$ cat src/rtl/lanes_pkg.sv
// lanes_pkg -- shared definitions for the game sequencer.
//   - state_e        : sequencer state encodings (also shown on o_State)
//   - LEVEL_W/LIVES_W: widths of the level and lives counters
//   - *_HOLD_DEFAULT : default freeze intervals in clock cycles (25 MHz)
//   - hold_width()   : width of a counter able to hold max(a,b)-1
package lanes_pkg;

    localparam int LEVEL_W = 5;
    localparam int LIVES_W = 2;

    localparam int HIT_HOLD_DEFAULT = 25_000_000;
    localparam int LVL_HOLD_DEFAULT = 12_500_000;

    typedef enum logic [2:0] {
        ST_IDLE      = 3'd0,
        ST_PLAY      = 3'd1,
        ST_HIT       = 3'd2,
        ST_LEVEL_UP  = 3'd3,
        ST_GAME_OVER = 3'd4,
        ST_PAUSE     = 3'd5
    } state_e;

    // Never returns 0 so a degenerate 1-cycle hold still yields a legal vector.
    function automatic int hold_width(input int a, input int b);
        int m;
        m = (a > b) ? a : b;
        return (m > 1) ? $clog2(m) : 1;
    endfunction

endpackage

$ cat src/rtl/game_sequencer_hold_timer.sv
// hold_timer -- loadable down-counter used for both freeze intervals.
// Ports:
//   i_Clk, i_Rst_n : clock, asynchronous active-low reset (count clears to 0)
//   i_Load         : load i_Load_Val (takes priority over i_Dec)
//   i_Dec          : decrement by one; stops at zero
//   o_Done         : count is zero
module hold_timer #(
    parameter int CNT_W = 4
) (
    input  logic             i_Clk,
    input  logic             i_Rst_n,
    input  logic             i_Load,
    input  logic [CNT_W-1:0] i_Load_Val,
    input  logic             i_Dec,
    output logic             o_Done
);

    logic [CNT_W-1:0] cnt_d;
    logic [CNT_W-1:0] cnt_q;

    always_comb begin
        cnt_d = cnt_q;
        if (i_Load) begin
            cnt_d = i_Load_Val;
        end else if (i_Dec && (cnt_q != '0)) begin
            cnt_d = cnt_q - CNT_W'(1);
        end
    end

    always_ff @(posedge i_Clk or negedge i_Rst_n) begin
        if (!i_Rst_n) begin
            cnt_q <= '0;
        end else begin
            cnt_q <= cnt_d;
        end
    end

    assign o_Done = (cnt_q == '0);

endmodule

$ cat src/rtl/game_sequencer.sv
// game_sequencer -- top-level game flow controller for the frog/lanes game.
// Tracks lives and level, freezes cars after a hit or a level-up, and pulses
// a frog reset when play (re)starts.
// Ports:
//   i_Clk, i_Rst_n   : clock, asynchronous active-low reset
//   i_Start          : start request (rising edge starts a game from IDLE/GAME_OVER)
//   i_Collision      : frog/car overlap (rising edge costs a life in PLAY)
//   i_Frog_At_Top    : frog on goal row (rising edge advances level in PLAY)
//   i_Pause          : pause toggle (only with GAME_SEQ_PAUSE_EN defined)
//   o_Level, o_Lives : current level (0-based) and remaining lives
//   o_Reset_Frog     : one-cycle pulse returning the frog to its start cell
//   o_Cars_Run       : car movement enable
//   o_Game_Over      : high while in GAME_OVER
//   o_State          : current state encoding
// Build option: define GAME_SEQ_PAUSE_EN to enable the PAUSE state.
module game_sequencer
    import lanes_pkg::*;
#(
    parameter int LIVES_INIT = 3,
    parameter int MAX_LEVEL  = 31,
    parameter int HIT_HOLD   = HIT_HOLD_DEFAULT,
    parameter int LVL_HOLD   = LVL_HOLD_DEFAULT
) (
    input  logic               i_Clk,
    input  logic               i_Rst_n,
    input  logic               i_Start,
    input  logic               i_Collision,
    input  logic               i_Frog_At_Top,
    input  logic               i_Pause,
    output logic [LEVEL_W-1:0] o_Level,
    output logic [LIVES_W-1:0] o_Lives,
    output logic               o_Reset_Frog,
    output logic               o_Cars_Run,
    output logic               o_Game_Over,
    output logic [2:0]         o_State
);

    localparam int               CNT_W       = hold_width(HIT_HOLD, LVL_HOLD);
    localparam logic [CNT_W-1:0] HIT_LOAD    = CNT_W'(HIT_HOLD - 1);
    localparam logic [CNT_W-1:0] LVL_LOAD    = CNT_W'(LVL_HOLD - 1);
    localparam logic [LEVEL_W-1:0] LEVEL_TOP = LEVEL_W'(MAX_LEVEL);
    localparam logic [LIVES_W-1:0] LIVES_START = LIVES_W'(LIVES_INIT);

    state_e             state_d, state_q;
    logic [LIVES_W-1:0] lives_d, lives_q;
    logic [LEVEL_W-1:0] level_d, level_q;
    logic               reset_frog_d, reset_frog_q;
    logic               cars_run_d, cars_run_q;
    logic               game_over_d, game_over_q;

    logic               timer_load;
    logic [CNT_W-1:0]   timer_load_val;
    logic               timer_dec;
    logic               timer_done;

    // Previous-value flops: an event is a 0->1 transition seen on a clock edge.
    logic start_prev_q, coll_prev_q, top_prev_q;
    logic start_ev, coll_ev, top_ev;

    always_ff @(posedge i_Clk or negedge i_Rst_n) begin
        if (!i_Rst_n) begin
            start_prev_q <= 1'b0;
            coll_prev_q  <= 1'b0;
            top_prev_q   <= 1'b0;
        end else begin
            // NOTE: non-blocking so every flop samples pre-edge values regardless of statement order.
            start_prev_q <= i_Start;
            coll_prev_q  <= i_Collision;
            top_prev_q   <= i_Frog_At_Top;
        end
    end

    assign start_ev = i_Start       & ~start_prev_q;
    assign coll_ev  = i_Collision   & ~coll_prev_q;
    assign top_ev   = i_Frog_At_Top & ~top_prev_q;

`ifdef GAME_SEQ_PAUSE_EN
    logic pause_prev_q;
    logic pause_ev;

    always_ff @(posedge i_Clk or negedge i_Rst_n) begin
        if (!i_Rst_n) begin
            pause_prev_q <= 1'b0;
        end else begin
            pause_prev_q <= i_Pause;
        end
    end

    assign pause_ev = i_Pause & ~pause_prev_q;
`else
    logic unused_pause;
    assign unused_pause = i_Pause;
`endif

    hold_timer #(
        .CNT_W(CNT_W)
    ) u_hold_timer (
        .i_Clk      (i_Clk),
        .i_Rst_n    (i_Rst_n),
        .i_Load     (timer_load),
        .i_Load_Val (timer_load_val),
        .i_Dec      (timer_dec),
        .o_Done     (timer_done)
    );

    always_comb begin
        // NOTE: every output of this block gets a default first so no path can infer a latch.
        state_d        = state_q;
        lives_d        = lives_q;
        level_d        = level_q;
        reset_frog_d   = 1'b0;
        timer_load     = 1'b0;
        timer_load_val = '0;
        timer_dec      = 1'b0;

        case (state_q)
            ST_IDLE, ST_GAME_OVER: begin
                if (start_ev) begin
                    state_d      = ST_PLAY;
                    lives_d      = LIVES_START;
                    level_d      = '0;
                    reset_frog_d = 1'b1;
                end
            end
            ST_PLAY: begin
                // Collision is checked first so a simultaneous top event is dropped.
                if (coll_ev) begin
                    if (lives_q > LIVES_W'(1)) begin
                        lives_d        = lives_q - LIVES_W'(1);
                        timer_load     = 1'b1;
                        timer_load_val = HIT_LOAD;
                        state_d        = ST_HIT;
                    end else begin
                        lives_d = '0;
                        state_d = ST_GAME_OVER;
                    end
                end else if (top_ev) begin
                    if (level_q < LEVEL_TOP) begin
                        level_d = level_q + LEVEL_W'(1);
                    end
                    timer_load     = 1'b1;
                    timer_load_val = LVL_LOAD;
                    state_d        = ST_LEVEL_UP;
                end
`ifdef GAME_SEQ_PAUSE_EN
                else if (pause_ev) begin
                    state_d = ST_PAUSE;
                end
`endif
            end
            ST_HIT, ST_LEVEL_UP: begin
                if (timer_done) begin
                    state_d      = ST_PLAY;
                    reset_frog_d = 1'b1;
                end else begin
                    timer_dec = 1'b1;
                end
            end
`ifdef GAME_SEQ_PAUSE_EN
            ST_PAUSE: begin
                if (pause_ev) begin
                    state_d = ST_PLAY;
                end
            end
`endif
            default: state_d = ST_IDLE;
        endcase

        // Outputs are derived from the next state so they register alongside it.
        cars_run_d  = (state_d == ST_PLAY);
        game_over_d = (state_d == ST_GAME_OVER);
    end

    always_ff @(posedge i_Clk or negedge i_Rst_n) begin
        if (!i_Rst_n) begin
            state_q      <= ST_IDLE;
            lives_q      <= LIVES_START;
            level_q      <= '0;
            reset_frog_q <= 1'b0;
            cars_run_q   <= 1'b0;
            game_over_q  <= 1'b0;
        end else begin
            state_q      <= state_d;
            lives_q      <= lives_d;
            level_q      <= level_d;
            reset_frog_q <= reset_frog_d;
            cars_run_q   <= cars_run_d;
            game_over_q  <= game_over_d;
        end
    end

    assign o_Level      = level_q;
    assign o_Lives      = lives_q;
    assign o_Reset_Frog = reset_frog_q;
    assign o_Cars_Run   = cars_run_q;
    assign o_Game_Over  = game_over_q;
    assign o_State      = state_q;

endmodule

$ cat config.mk
export PLATFORM = sky130hd
export DESIGN_NAME = game_sequencer
export DESIGN_NICKNAME = d
export VERILOG_FILES = /design/src/rtl/lanes_pkg.sv /design/src/rtl/game_sequencer_hold_timer.sv /design/src/rtl/game_sequencer.sv
export SDC_FILE = /design/constraint.sdc
export NUM_CORES = 1
export LEC_CHECK = 0
export ABC_CLOCK_PERIOD_IN_PS = 2400
export CORE_MARGIN = 2
export CORE_UTILIZATION = 46
export CTS_CLUSTER_DIAMETER = 60
export DETAILED_ROUTE_END_ITERATION = 8
export PLACE_DENSITY_LB_ADDON = 0.2
export SLEW_MARGIN = 20
export SYNTH_ARGS = -nofsm -noshare
export SYNTH_HDL_FRONTEND = slang
export SYNTH_HIERARCHICAL = 1
export SYNTH_SLANG_ARGS = --single-unit
$ cat constraint.sdc
create_clock -name i_Clk -period 2.4 [get_ports i_Clk]
set_input_delay 0.48 -clock i_Clk [delete_from_list [all_inputs] [get_ports i_Clk]]
set_output_delay 0.48 -clock i_Clk [all_outputs]
set_load 0.02 [all_outputs]
== After elaboration in Yosys (flattened, before gate mapping) ==
Index checks and enable logic that the tools add are counted.
Operators by class
  $add $sub $neg: 3
  magnitude comparators: 2
  eq/ne operators: 11
  multiplexer cells: 30
  bitwise operators: 6
  reductions and logical operators: 10
Operators with widths (number)
  $mux 25: 5
  $logic_not 25->1: 1
  $reduce_bool 25->1: 1
  $sub 25x1->25 const B: 1
  $mux 24: 1
  $mux 5: 4
  $mux 3: 5
  $ne 2x2->1 const B: 5
  $pmux 5 s2: 1
  $pmux 3 s3: 1
  $mux 1: 8
  $eq 3x1->1 const B: 2
  $eq 3x2->1 const B: 2
  $eq 3x3->1 const B: 2
  $mux 2: 3
  $add 5x1->5 const B: 1
  $lt 5x5->1 const B: 1
  $reduce_and 5->1: 1
  $pmux 2 s2: 1
  $reduce_bool 2->1: 2
  $reduce_or 2->1: 2
  $and 1x1->1: 3
  $logic_not 3->1: 1
  $not 1->1: 3
  other kinds (5): 5
Word-level totals
  flip-flop bits (word level): 41
  bits of input ports: 6
  output and inout port bits: 13
  word-level logic and storage cells: 72

== Logic depth before layout (Yosys ltp) ==
  depth in word-level cells: 6
  depth in mapped cells: 10
  mapped depth without buffers: 9

== Modules after synthesis ==
The synthesis kept the hierarchy.
Modules (own cells, without submodules)
  hold_timer: instances 1, cells each 162, area each 1555.2 µm², seq. area each 625.6 µm²
  game_sequencer: instances 1, cells each 69, area each 739.5 µm², seq. area each 402.9 µm²

== Worst setup path after synthesis ==
No wires, ideal clock.
  path kind: register to register
  from: register u_hold_timer.cnt_q[5]
  to: register u_hold_timer.cnt_q[9]
  setup time: 82 ps
  arrival time: 2508 ps
  required time: 2318 ps
  setup slack: -190 ps
  stages on the path, launching flop included: 11
  path buffers: 2
  period minus slack after synthesis: 2590 ps
  path through: dfrtp_1 -> nor3_1 -> and3_1 -> buf_2 -> and4_1 -> nor3b_1 -> and4_1 -> buf_2 -> o21ai_2 -> or4_1 -> a31oi_1
On the way
  cells in the longest elaborated chain, start to end: 5
  elaborated cells on any way between the ends: 9
  those cells by class: add/sub (1); mux (4); reduce/logical (4)
Ends and longest elaborated chain
  start: declaration: line game_sequencer_hold_timer.sv:19  | logic [CNT_W-1:0] cnt_q;
  start signal: assignment: line game_sequencer_hold_timer.sv:34  | cnt_q <= cnt_d;
  $logic_not 25->1: line game_sequencer_hold_timer.sv:38  | assign o_Done = (cnt_q == '0);
  via timer_done: line game_sequencer.sv:54  | logic timer_done;
  $mux 1: line game_sequencer.sv:152  | if (timer_done) begin
  $mux 1: line game_sequencer.sv:116  | case (state_q)
  via timer_dec: line game_sequencer.sv:53  | logic timer_dec;
  $logic_and 1x1->1: line game_sequencer_hold_timer.sv:25  | end else if (i_Dec && (cnt_q != '0)) begin
  $reduce_bool 2->1 (no line)
The timed path passes the listed nets, and every way through them passes these cells. The select of a mux whose other input is x is not followed.
A chain may end at the register's enable or synchronous reset.

== Worst setup path after layout ==
  from: register u_hold_timer.cnt_q[1]
  to: register u_hold_timer.cnt_q[9]
The elaborated chain is that of the path after synthesis.

==> metrics <==
row count 25; CTS tree done; Cells after Synth 231; Die H 74.6 µm; clock sinks 41; largest family of logic cells by synthesized area simple AND/OR/NAND/NOR gates; Async SR Flop Fraction 100%; mux contribution to synthesized area 4.91%; EDFF count, synth 0; r2r endpoint u_hold_timer/cnt_q[9]; Post-Synth Adder-Cell Area 1.64%; Synth-to-Final Area Change 24.2%; maximum VDD drop 596 µV; setup violators final 0; Final Cycle Share 94.9%; initial DRC count 106; H-Tree Level Count 2; die width 74.6 µm; CTS root buf clkbuf_8; register area share after synthesis 44.8%; Yosys reg bits 41; antenna violations before repair 0; HP Class in2async; Slew Limit Fails 0; Vias 1867; PwrDens 1250 nW/µm²; Post-DRT Antenna Nets 0; FF-to-FF Start u_hold_timer/cnt_q[1]; vias per cell 5.46; Crit Path Max Fanout 6; Avg Cell Area, Syn 9.93 µm²; Yosys warning total 6; Top Ports 19; # diodes 0; Reg clk slew, reported paths 0.09 ns; Cell Area, Synth 2290 µm²; maximum clock frequency 439 MHz; post-DP HPWL 3520 µm; share of layout cells above drive strength 1 23.6%; Post-Synth Simple-Gate Area 23.9%; DRC 0; crit path DAT 2.51 ns; crit start category flop; final hold violation count 0; cts bufs inserted 5; final cell count without fillers 342; Skew-Pair Late Insertion Delay 0.31 ns; RSZ-0062 raised after global routing no; compound-gate portion of the synthesized area 14.2%; Leak 1.21 nW; CTS max path bufs 2; Max Cap Viol 0; Initial Util 48.3%; placed cell count 330; Clock Skew 0.0114 ns; cells on worst reg2reg path 9; Synth Area in XOR/XNOR 7.25%; critical path endpoint category flop; Primary FF master, synth dfrtp_1; first-pass GRT wire length 8500 µm; largest net degree at the start of global routing 27; total grt overflow 0; I/O Buffers 17; Core Box Area 4750 µm²; TNS Setup 0 ns; fin nets 283; die area 5570 µm²; status finished, final reports clean; Yosys cell types 50; critical path class reg2reg; Hold Slack 0.0724 ns; number of global-route vias before repair 1879; final wirelength 5030 µm; minimum clock period 2.28 ns; Pre-antenna DRT Iters 4; Placer Congestion 0.797; WL per Instance 14.7 µm; Tot GR Track Use 20.3%; Req. time, crit path 2.63 ns; Register-to-Register Setup Slack 0.12 ns
## area by class of cell
cell class | count | area [µm²]
clock inverter | 3 | 25.0
tap | 67 | 83.8
fill | 425 | 1900
sequential | 41 | 1030
clock buffer | 5 | 68.8
inverter | 8 | 30.0
multi-input combinational | 176 | 1250
timing repair buffer | 42 | 365
## worst max path at each step
stage                     slack [ns]  cells past startpoint                   from                     end
final                           0.12                      9  u_hold_timer/cnt_q[1]   u_hold_timer/cnt_q[9]
after global placement          0.06                      9  u_hold_timer/cnt_q[1]  u_hold_timer/cnt_q[13]
after global routing           0.005                      8  u_hold_timer/cnt_q[1]   u_hold_timer/cnt_q[1]
after detailed placement        0.01                      9  u_hold_timer/cnt_q[0]  u_hold_timer/cnt_q[13]
after CTS                       0.03                      9  u_hold_timer/cnt_q[1]  u_hold_timer/cnt_q[13]
after floorplan                 0.02                     10  u_hold_timer/cnt_q[9]  u_hold_timer/cnt_q[15]
## per-stage QoR
step           utilization, %  setup WS [ns]  area [µm²]  power [mW]
2_1_floorplan               -         0.0244        2330        2.38
3_3_place_gp             57.1         0.0615        2710        2.97
3_5_place_dp             57.1         0.0135        2710        3.01
4_1_cts                  59.1         0.0289        2810        3.52
5_1_grt                  59.9        0.00454        2850        3.82
6_report                 59.9          0.122        2850        3.56
## sequential cells by signal (all words and copies together) (netlist names)
| register | count |
|---|---|
| o_Cars_Run | 1 |
| o_Level | 5 |
| o_Lives | 2 |
| o_Reset_Frog | 1 |
| top_prev_q | 1 |
| o_State | 3 |
| coll_prev_q | 1 |
| u_hold_timer/cnt_q | 25 |
| start_prev_q | 1 |
| o_Game_Over | 1 |
## layer usage
layer  track usage, %  vias to the layer above  wire length [µm]
met5                0                        -                 0
met4             6.75                        0                39
met3             5.89                        5               220
met2             32.9                       40              2390
met1             26.3                      897              2380
li1                 -                      925                 -
## worst max-delay path, stage by stage, from the launching register on
cell and delay, ns:
dfrtp_1 0.37, inv_2 0.06, ha_2 0.17, nor3b_1 0.15, and4_4 0.21, nor3b_4 0.27
and4_4 0.33, o21ai_4 0.09, or4_1 0.39, a31oi_1 0.16
## cells by family after synthesis
group                    Yosys count
buffers and inverters             17
adder cells (fa/ha/maj)            3
flip-flops                        41
other                              1
XOR/XNOR                          19
AND/OR/NAND/NOR                   90
multiplexers                      10
AO/OA/AOI/OAI                     50
## Yosys cell counts, types with 2 or more instances
cell      number  share of area [%]
dfstp_2        2                2.3
nor2b_1        3               0.82
and4_1         3                1.1
buf_2          5                1.1
o31ai_1        5                1.6
clkbuf_1       4               0.65
o21ai_1       11                2.4
or4_1          3               0.98
ha_1           3                1.6
or3_1          2               0.55
nand3b_1       3               0.98
nor3_1         7                1.5
a21oi_1        7                1.5
a31oi_1        2               0.55
o21ai_0        5                1.1
and2_1         2               0.55
nor3b_1        2               0.65
nand3_1        7                1.5
o211ai_1      10                3.3
nor2_1        11                1.8
nand2_1       22                3.6
nor4b_1        2               0.76
dfrtp_1       39                 43
nor4_2         3                1.6
inv_1          8                1.3
xnor2_1       11                4.2
nor4_1         2               0.55
xor2_1         8                3.1
mux2_2        10                4.9
nand4_1        8                2.2
o21a_1         2               0.65
## placed cells by master, fill, tap and decap left out, drive strengths merged, types with 2 or more instances in the layout
cell,count
mux2,10
xnor2,11
nand2,22
o31ai,5
dfrtp,39
clkbuf,5
a21o,2
dfstp,2
nand4,9
or3,2
and2,2
o211ai,10
xor2,8
nand3b,3
nor2b,3
or4,4
nand3,9
o21a,2
inv,9
clkdlybuf4s50,16
nor3,8
conb,4
nor3b,3
o21ai,17
buf,26
a31oi,2
a21oi,7
and4,3
ha,3
nor4,5
nor2,11
nor4b,2
## timing repair
action	in CTS	in global routing
pin swaps	0	3
resized for setup	1	5
hold buffers	0	0
endpoints found under the setup margin	1	12
buffers inserted	0	4
## report_power, final
group	switching (mW)	leakage [nW]	internal, mW	total, mW
registers	0.291	0.514	0.965	1.26
logic	0.879	0.649	0.937	1.82
clock network	0.277	0.0447	0.210	0.487
Power figures use the tool's default switching activity.
